$ cat src/rtl/pixel_align_pkg.sv
// Shared constants, entry layout and helpers for the pixel alignment buffer.
package pixel_align_pkg;

  localparam int unsigned DEF_DEPTH     = 8;
  localparam int unsigned DEF_COORD_W   = 10;
  localparam int unsigned DEF_IN_CW     = 8;
  localparam int unsigned DEF_R_W       = 5;
  localparam int unsigned DEF_G_W       = 6;
  localparam int unsigned DEF_B_W       = 5;
  localparam int unsigned DEF_ERR_CNT_W = 8;

  // Layout of one in-flight slot at default widths; the ring stores the same
  // field order as a flat vector so non-default widths pack identically.
  typedef struct packed {
    logic [DEF_COORD_W-1:0] x;
    logic [DEF_COORD_W-1:0] y;
    logic [DEF_R_W-1:0]     r;
    logic [DEF_G_W-1:0]     g;
    logic [DEF_B_W-1:0]     b;
  } pixel_entry_t;

  // Occupancy needs one extra bit so that a full ring (level == DEPTH) is representable.
  function automatic int unsigned level_width(input int unsigned depth);
    return $clog2(depth) + 1;
  endfunction

endpackage

$ cat src/rtl/align_ring_buf.sv
// Circular in-flight storage: write/read pointers, occupancy, full/empty and flush.
module align_ring_buf import pixel_align_pkg::*; #(
  parameter int unsigned DEPTH = DEF_DEPTH,
  parameter int unsigned WIDTH = 36,
  localparam int unsigned LEVEL_W = level_width(DEPTH)
) (
  input  logic               clk,
  input  logic               rst_n,
  input  logic               push,
  input  logic               pop,
  input  logic               flush,
  input  logic [WIDTH-1:0]   wr_data,
  output logic [WIDTH-1:0]   rd_data,
  output logic               full,
  output logic               empty,
  output logic [LEVEL_W-1:0] level
);

  localparam int unsigned PTR_W = $clog2(DEPTH);

  logic [WIDTH-1:0]   mem [DEPTH];
  logic [PTR_W-1:0]   wr_ptr_q, wr_ptr_d;
  logic [PTR_W-1:0]   rd_ptr_q, rd_ptr_d;
  logic [LEVEL_W-1:0] level_q, level_d;
  logic               do_push, do_pop;

  assign full    = (level_q == LEVEL_W'(DEPTH));
  assign empty   = (level_q == '0);
  assign level   = level_q;
  assign rd_data = mem[rd_ptr_q];

  // Flush wins over any same-cycle push or pop.
  assign do_push = push && !full && !flush;
  assign do_pop  = pop && !empty && !flush;

  // Pointer and occupancy next state; pointers wrap naturally since DEPTH is a power of two.
  always_comb begin
    wr_ptr_d = wr_ptr_q;
    rd_ptr_d = rd_ptr_q;
    level_d  = level_q;
    if (flush) begin
      wr_ptr_d = '0;
      rd_ptr_d = '0;
      level_d  = '0;
    end else begin
      if (do_push) wr_ptr_d = wr_ptr_q + 1'b1;
      if (do_pop)  rd_ptr_d = rd_ptr_q + 1'b1;
      if (do_push && !do_pop)      level_d = level_q + 1'b1;
      else if (do_pop && !do_push) level_d = level_q - 1'b1;
    end
  end

  // Pointer and occupancy state; reset discards all in-flight entries.
  always_ff @(posedge clk or negedge rst_n) begin
    if (!rst_n) begin
      wr_ptr_q <= '0;
      rd_ptr_q <= '0;
      level_q  <= '0;
    end else begin
      wr_ptr_q <= wr_ptr_d;
      rd_ptr_q <= rd_ptr_d;
      level_q  <= level_d;
    end
  end

  // Slot storage; contents are only meaningful between the pointers, so no reset.
  always_ff @(posedge clk) begin
    if (do_push) mem[wr_ptr_q] <= wr_data;
  end

endmodule

$ cat src/rtl/pixel_align_buffer.sv
// Pairs Homography results, in order, with buffered ColorTransform pixels; tracks errors.
module pixel_align_buffer import pixel_align_pkg::*; #(
  parameter int unsigned DEPTH     = DEF_DEPTH,
  parameter int unsigned COORD_W   = DEF_COORD_W,
  parameter int unsigned IN_CW     = DEF_IN_CW,
  parameter int unsigned R_W       = DEF_R_W,
  parameter int unsigned G_W       = DEF_G_W,
  parameter int unsigned B_W       = DEF_B_W,
  parameter int unsigned ERR_CNT_W = DEF_ERR_CNT_W,
  localparam int unsigned LEVEL_W  = level_width(DEPTH)
) (
  input  logic                 clk_25,
  input  logic                 rst_n,
  input  logic                 in_valid,
  input  logic [COORD_W-1:0]   in_x,
  input  logic [COORD_W-1:0]   in_y,
  input  logic [IN_CW-1:0]     in_r,
  input  logic [IN_CW-1:0]     in_g,
  input  logic [IN_CW-1:0]     in_b,
  output logic                 in_ready,
  output logic [COORD_W-1:0]   query_x,
  output logic [COORD_W-1:0]   query_y,
  output logic                 start,
  input  logic                 ret_valid,
  input  logic [COORD_W-1:0]   ret_x,
  input  logic [COORD_W-1:0]   ret_y,
  input  logic [R_W-1:0]       ret_r,
  input  logic [G_W-1:0]       ret_g,
  input  logic [B_W-1:0]       ret_b,
  input  logic                 flush,
  input  logic                 clr_err,
  output logic                 val,
  output logic [COORD_W-1:0]   sync_x,
  output logic [COORD_W-1:0]   sync_y,
  output logic [R_W-1:0]       dvi_r,
  output logic [G_W-1:0]       dvi_g,
  output logic [B_W-1:0]       dvi_b,
  output logic [R_W-1:0]       ccd_r,
  output logic [G_W-1:0]       ccd_g,
  output logic [B_W-1:0]       ccd_b,
  output logic [LEVEL_W-1:0]   level,
  output logic                 overflow,
  output logic                 underflow,
  output logic                 mismatch,
  output logic [ERR_CNT_W-1:0] mismatch_cnt
);

  localparam int unsigned ENTRY_W = 2 * COORD_W + R_W + G_W + B_W;

  logic [ENTRY_W-1:0]   wr_entry, rd_entry;
  logic [COORD_W-1:0]   rd_x, rd_y;
  logic [R_W-1:0]       rd_r;
  logic [G_W-1:0]       rd_g;
  logic [B_W-1:0]       rd_b;
  logic                 full, empty;
  logic                 push_ok, pop_ok;
  logic                 ovf_evt, udf_evt, mm_evt;
  logic                 overflow_d, underflow_d, mismatch_d;
  logic [ERR_CNT_W-1:0] cnt_base, mismatch_cnt_d;

  // in_ready reflects current occupancy, so a full ring rejects even with a same-cycle pop.
  assign in_ready = !full;
  assign push_ok  = in_valid && !full && !flush;
  assign pop_ok   = ret_valid && !empty && !flush;
  assign ovf_evt  = in_valid && full && !flush;
  assign udf_evt  = ret_valid && empty && !flush;
  assign mm_evt   = pop_ok && ((rd_x != ret_x) || (rd_y != ret_y));

  // Colour is reduced to its MSBs before storage.
  assign wr_entry = {in_x, in_y, in_r[IN_CW-1 -: R_W], in_g[IN_CW-1 -: G_W],
                     in_b[IN_CW-1 -: B_W]};
  assign {rd_x, rd_y, rd_r, rd_g, rd_b} = rd_entry;

  align_ring_buf #(
    .DEPTH (DEPTH),
    .WIDTH (ENTRY_W)
  ) u_ring (
    .clk     (clk_25),
    .rst_n   (rst_n),
    .push    (push_ok),
    .pop     (pop_ok),
    .flush   (flush),
    .wr_data (wr_entry),
    .rd_data (rd_entry),
    .full    (full),
    .empty   (empty),
    .level   (level)
  );

  // Sticky flag next state: a same-cycle error event overrides clr_err.
  always_comb begin
    overflow_d     = clr_err ? 1'b0 : overflow;
    underflow_d    = clr_err ? 1'b0 : underflow;
    mismatch_d     = clr_err ? 1'b0 : mismatch;
    cnt_base       = clr_err ? '0 : mismatch_cnt;
    mismatch_cnt_d = cnt_base;
    if (ovf_evt) overflow_d  = 1'b1;
    if (udf_evt) underflow_d = 1'b1;
    if (mm_evt) begin
      mismatch_d = 1'b1;
      if (cnt_base != {ERR_CNT_W{1'b1}}) mismatch_cnt_d = cnt_base + 1'b1;
    end
  end

  // Query strobe and coordinates for each accepted pixel.
  always_ff @(posedge clk_25 or negedge rst_n) begin
    if (!rst_n) begin
      start   <= 1'b0;
      query_x <= '0;
      query_y <= '0;
    end else begin
      start <= push_ok;
      if (push_ok) begin
        query_x <= in_x;
        query_y <= in_y;
      end
    end
  end

  // Aligned output pair; data holds its last value while val is low.
  always_ff @(posedge clk_25 or negedge rst_n) begin
    if (!rst_n) begin
      val    <= 1'b0;
      sync_x <= '0;
      sync_y <= '0;
      dvi_r  <= '0;
      dvi_g  <= '0;
      dvi_b  <= '0;
      ccd_r  <= '0;
      ccd_g  <= '0;
      ccd_b  <= '0;
    end else begin
      val <= pop_ok;
      if (pop_ok) begin
        sync_x <= rd_x;
        sync_y <= rd_y;
        dvi_r  <= rd_r;
        dvi_g  <= rd_g;
        dvi_b  <= rd_b;
        ccd_r  <= ret_r;
        ccd_g  <= ret_g;
        ccd_b  <= ret_b;
      end
    end
  end

  // Sticky error flags and saturating mismatch counter.
  always_ff @(posedge clk_25 or negedge rst_n) begin
    if (!rst_n) begin
      overflow     <= 1'b0;
      underflow    <= 1'b0;
      mismatch     <= 1'b0;
      mismatch_cnt <= '0;
    end else begin
      overflow     <= overflow_d;
      underflow    <= underflow_d;
      mismatch     <= mismatch_d;
      mismatch_cnt <= mismatch_cnt_d;
    end
  end

endmodule
$ cat config.mk
export PLATFORM = sky130hd
export DESIGN_NAME = pixel_align_buffer
export DESIGN_NICKNAME = d
export VERILOG_FILES = /design/src/rtl/pixel_align_pkg.sv /design/src/rtl/align_ring_buf.sv /design/src/rtl/pixel_align_buffer.sv
export SDC_FILE = /design/constraint.sdc
export NUM_CORES = 1
export LEC_CHECK = 0
export BUFFER_PORTS_ARGS = -buffer_cell sky130_fd_sc_hd__buf_2
export CAP_MARGIN = 10
export CORE_MARGIN = 10
export CORE_UTILIZATION = 52
export CTS_BUF_LIST = sky130_fd_sc_hd__clkbuf_16
export CTS_CLUSTER_SIZE = 25
export DETAILED_ROUTE_END_ITERATION = 8
export GPL_ROUTABILITY_DRIVEN = 0
export PLACE_DENSITY = 0.75
export SLEW_MARGIN = 10
export SYNTH_ARGS = -nofsm -noshare
export SYNTH_HDL_FRONTEND = slang
export SYNTH_SLANG_ARGS = --single-unit
$ cat constraint.sdc
create_clock -name clk_25 -period 5.45 [get_ports clk_25]
set_clock_uncertainty 0.1 [all_clocks]
set_input_delay 1.635 -clock clk_25 [delete_from_list [all_inputs] [get_ports clk_25]]
set_output_delay 1.635 -clock clk_25 [all_outputs]
set_load 0.02 [all_outputs]
==> impl_metrics.tcl, run 1 <==
set metrics [dict create \
    p_sw_frac 0.304 \
    start_util 0.532 \
    postLayoutSetupSlackWorst_ps 1700 \
    cp.depth 12 \
    cts_resized 0 \
    max_stage_delay_ps 490 \
    place_area_mm2 0.0163 \
    grt.overflow.total 0 \
    syn_nets 982 \
    cts_hold_buffers 0 \
    ant_nets 0 \
    internal_power_w 0.00572 \
    outcome "finished, final reports clean" \
    p_leak_nw 6.63 \
    async_reset_ff_frac 0.248 \
    grt_pass1_wl_mm 49.6 \
    synth_edf_count 288 \
    yosysTopAreaCell "edfxtp_1" \
    p_sw_w 0.00250 \
    cts.sinks 383 \
    die-area_mm2 0.0359 \
    synth_seq_cells 383 \
    grt_max_degree 71 \
    syn_area_per_cell_um2 16.8 \
    finalSetupViolations 0 \
    cts_tree "done" \
    clockBufferDepth 3 \
    powerDensity_mw_per_mm2 469 \
    grt_util_all_layers 0.178 \
    relSlewSlack 0.329 \
    io-pin-count 176 \
    layout-drive-gt1-share 0.301 \
    crit_type "in -> reg" \
    synth_area_leaders "edfxtp_1, dfrtp_1, mux4_2" \
    antenna_found_initial 3 \
    critPathLaunchType "input port" \
    drtPass1Iterations 5 \
    maxSlewViolCount 0 \
    worstMarginPinSlew_ps 1010 \
    worstPathMaxFanout 16 \
    die_w_um 189 \
    cp.required_ps 5750 \
    die_y_um 189 \
    syn_area_mm2 0.0149 \
    port_buffers 167 \
    core_mm2 0.0281 \
    hold_path.class "reg -> reg" \
    rows 61 \
    finalCriticalPeriod_ps 3750 \
    end_kind "flip-flop" \
    root_buffer "clkbuf_16" \
    finalHoldViolations 0 \
    p_comb_frac 0.240 \
    rsz0062_at_grt "no" \
    worstRegToRegCells 8 \
    synth_ff_type "edfxtp_1" \
    whs_path_depth 1 \
    wl_per_cell_um 21.5 \
    viasPerCell 5.51 \
    design_area_mm2 0.0175 \
    worstPathArrival_ps 4050 \
    netlist.area_leader.share 0.579 \
    drv_cap 0 \
    crit_slowest_cell "clkinv_1" \
    crit_buf_inv 2 \
    ys_seq_area_frac 0.738 \
    synth_cell_types 53 \
    post-route-util 0.624 \
    vias 8205 \
    place_ws_ps 1150 \
    area_delta_synth_final_pct 17.3 \
    pwr-share-clk 0.304 \
    pwr-share-seq 0.456 \
    syn-instance-count 890 \
    route.detailed.drc 0 \
    grt_pass1_vias 8496 \
    dpl.hpwl_mm 19.6 \
    fmax_mhz 266 \
    cp_top_family "simple AND/OR/NAND/NOR gates" \
    htree_levels 2 \
    fin_crit_sh 0.689 \
    synth_warnings 0 \
    cts_buffers 39 \
    fin_nets 1170 \
    drtIter0Drc 611 \
    setup_tns_ps 0 \
    path_cells "buf_2 -> nand2b_1 -> nand2b_1 -> clkinv_1 -> nand2_1 -> ha_1 -> a21o_1 -> a21oi_1 -> nor2_1 -> a21oi_1 -> xor2_1 -> nor2_1" \
    clock_latency_ps 530 \
    wl_mm 31.9 \
    ir_worst_vdd_uv 250 \
    cts_setup_buffers 0 \
    clk_pin_slew_ps 60 \
]
sequential cells by signal, indices dropped and copies added (netlist names), 3 cells and up:
| register | flops |
|---|---|
| u_ring.wr_ptr_q | 3 |
| u_ring.level | 4 |
| u_ring.mem | 288 |
| query_x | 10 |
| mismatch_cnt | 8 |
| sync_y | 10 |
| ccd_g | 6 |
| ccd_r | 5 |
| dvi_g | 6 |
| dvi_b | 5 |
| dvi_r | 5 |
| ccd_b | 5 |
| query_y | 10 |
| u_ring.rd_ptr_q | 3 |
| sync_x | 10 |
synth_stat cells (3+ instances only):
library cell  instances
edfxtp_1            288
nand2_1             178
dfrtp_1              95
mux4_2               64
nor2_1               35
mux2i_1              26
clkbuf_1             25
o21ai_0              22
a31oi_1              19
xnor2_1              17
xor2_1               12
buf_2                 9
nand3_1               9
a21oi_1               6
nand4_1               6
nor2b_1               6
a22oi_1               5
ha_1                  5
inv_1                 5
nor3_1                5
buf_6                 4
nand2b_1              4
buf_1                 3
nor3b_1               3
o21ai_1               3
logic make-up after synthesis:
group                    synth area share
adder cells (fa/ha/maj)           0.00553
buffers and inverters              0.0161
AO/OA/AOI/OAI                      0.0266
flip-flops                          0.738
XOR/XNOR                           0.0170
AND/OR/NAND/NOR                    0.0771
multiplexers                        0.119
per-stage QoR:
step | hold WS [ps] | cells | total power (W)
after floorplan | 467 | 890 | 0.00516
after global placement | 352 | 1415 | 0.00577
after detailed placement | 357 | 1415 | 0.00582
after CTS | 372 | 1486 | 0.00831
after global routing | 408 | 1487 | 0.00864
final | 369 | 1488 | 0.00822
power groups by stage:
stage	registers [W]	logic (W)	clock network [W]
CTS	0.00375	0.00201	0.00255
global placement	0.00380	0.00197	0
global route	0.00381	0.00217	0.00266
floorplan	0.00402	0.00115	0
finish	0.00375	0.00197	0.00250
detailed placement	0.00381	0.00200	0
cell usage in the layout, fill, tap and decap left out, drive strengths merged, types with 17 or more instances in the layout:
cell / count
a31oi: 19
buf: 190
clkbuf: 40
dfrtp: 95
edfxtp: 288
inv: 19
mux2i: 29
mux4: 64
nand2: 178
nor2: 36
o21ai: 26
xnor2: 17
worst paths after layout:
| check | startpoint | endpoint | slack (ps) |
|---|---|---|---|
| hold / removal | mismatch | mismatch | 370 |
| max in group asynchronous | rst_n | sync_x[8] | 3100 |
| hold reg to reg | mismatch | mismatch | 370 |
| setup / recovery | flush | u_ring.level[3] | 1700 |
| min in group asynchronous | rst_n | dvi_g[2] | 1190 |
| setup reg to reg | u_ring.rd_ptr_q[1] | mismatch_cnt[1] | 1870 |
layout make-up:
type | instances | area, um^2
diodes | 2 | 5.00
clock buffers | 40 | 1000
clock inverters | 31 | 210
fillers | 2056 | 10600
inverters | 8 | 30.0
multi-input cells | 456 | 3740
flip-flops and latches | 383 | 11000
well taps | 378 | 473
repair buffers | 190 | 1020
metal layers:
layer,vias to the layer above,routed length [um],GRT usage
li1,3726,-,-
met3,37,2270,0.0393
met1,4185,13300,0.233
met4,2,454,0.0488
met2,255,15800,0.295
met5,-,17,0
(Power assumes the default switching activity.)
==> inputs of run 2 (changes only) <==
Settings changed: CORE_UTILIZATION 52 to 55, PLACE_DENSITY 0.75 to 0.76.
Clock period 5.45 ns to 3.6 ns, I/O delays scaled along.
==> impl_metrics.tcl, run 2 (synthesized netlist as in run 1, its figures left out) <==
set metrics [dict create \
    outcome "finished, final reports clean" \
    root_buffer "clkbuf_16" \
    finalHoldViolations 0 \
    dpl.hpwl_mm 20.3 \
    rows 60 \
    post-route-util 0.662 \
    crit_type "reg -> reg" \
    max_stage_delay_ps 770 \
    clockBufferDepth 3 \
    layout-drive-gt1-share 0.306 \
    worstPathMaxFanout 27 \
    power_w 0.0128 \
    finalCriticalPeriod_ps 3350 \
    grt_max_degree 58 \
    port_buffers 167 \
    hold_path.class "reg -> reg" \
    grt_pass1_wl_mm 51.0 \
    die_y_um 185 \
    hold_slack_ps 370 \
    place_area_mm2 0.0164 \
    clk_pin_slew_ps 60 \
    setup_tns_ps 0 \
    largest_register_ffs 288 \
    fin_nets 1179 \
    cp_top_family "multiplexers" \
    io-pin-count 176 \
    drtPass1Iterations 5 \
    clock_latency_ps 520 \
    vias 8429 \
    drtIter0Drc 726 \
    crit_buf_inv 1 \
    wl_per_cell_um 22.9 \
    design_area_mm2 0.0177 \
    p_sw_w 0.00384 \
    die-area_mm2 0.0341 \
    ir_worst_vdd_uv 400 \
    top_register "u_ring.mem" \
    route.detailed.drc 0 \
    p_sw_frac 0.300 \
    cts_buffers 38 \
    end_kind "flip-flop" \
    cts_hold_buffers 0 \
    path_cells "buf_4 -> mux4_2 -> mux2i_1 -> xnor2_1 -> nor4_4 -> nand4_4 -> nand3_2 -> mux2_1" \
    antenna_found_initial 2 \
    critPathLaunchType "flip-flop" \
    grt.overflow.total 0 \
    nFillCells 1781 \
    wl_mm 33.4 \
    maxSlewViolCount 0 \
    powerDensity_mw_per_mm2 722 \
    internal_power_w 0.00896 \
    worstPathArrival_ps 3640 \
    final_common_cell "edfxtp_1" \
    htree_levels 2 \
    viasPerCell 5.78 \
    cts_setup_buffers 0 \
    start_util 0.557 \
    cts_tree "done" \
    die_w_um 185 \
    fmax_mhz 298 \
    pwr-share-clk 0.311 \
    crit_slowest_cell "dfrtp_4" \
    relSlewSlack 0.507 \
    final_cell_mix "edfxtp_1, nand2_1, buf_2" \
    cts_resized 0 \
    finalSetupViolations 0 \
    grt_pass1_vias 8674 \
    p_comb_frac 0.251 \
    area_delta_synth_final_pct 18.7 \
    p_leak_nw 6.71 \
    grt_util_all_layers 0.195 \
    cts.sinks 383 \
    ant_nets 0 \
    worstMarginPinSlew_ps 735 \
    drv_cap 0 \
    rsz0062_at_grt "no" \
    fin_crit_sh 0.931 \
    core_mm2 0.0268 \
    cp.required_ps 3890 \
    pwr-share-seq 0.438 \
]
## run 2: changes by cell type in the layout (fill, tap and decap cells not counted), moves of 2 or more
cell,change
inv_1,-3
nor3_4,+3
nor3_2,-3
buf_12,+9
bufinv_16,+4
clkinv_1,+2
## run 2: area by class of cell
class,count,area [um^2],area share
inverters,8,30.0,0.00169
repair buffers,200,1210,0.0683
well taps,341,427,0.0241
clock buffers,39,976,0.0550
flip-flops and latches,383,11000,0.622
clock inverters,30,289,0.0163
diodes,2,5.00,0.000282
multi-input cells,456,3760,0.212
## run 2: power groups by stage
stage	combinational, W	clock, W	sequential, W
2_1_floorplan	0.00174	0	0.00608
3_3_place_gp	0.00307	0	0.00572
3_5_place_dp	0.00313	0	0.00574
4_1_cts	0.00316	0.00405	0.00566
5_1_grt	0.00351	0.00424	0.00567
6_report	0.00322	0.00398	0.00561
## run 2: path summary, 6_finish.rpt
check                                   startpoint              end  slack (ps)  cells past startpoint
worst max-delay path            u_ring.rd_ptr_q[1]  mismatch_cnt[1]         250                      8
worst min-delay path                      ccd_b[0]         ccd_b[0]         370                      2
max in group asynchronous                    rst_n       query_y[2]        2140                      2
min in group asynchronous                    rst_n         dvi_r[2]         510                      1
worst max register to register  u_ring.rd_ptr_q[1]  mismatch_cnt[1]         250                      8
worst min register to register            ccd_b[0]         ccd_b[0]         370                      2
## run 2: routing by layer
layer / track usage / part of all wire
met5: 0 / 0
met4: 0.0562 / 0.022
met3: 0.0329 / 0.068
met2: 0.329 / 0.51
met1: 0.257 / 0.40
## run 2: per-stage QoR
step / std cells / setup WS (ps)
3_5_place_dp: 1386 / 214
5_1_grt: 1459 / 45.1
4_1_cts: 1455 / 174
6_report: 1459 / 250
2_1_floorplan: 890 / -302
3_3_place_gp: 1386 / 243
## run 2: tightest hold or removal path, cell delays in order (launching register included)
cell and delay, ps:
dfrtp_1 340, nand2_1 50, nand2_1 50
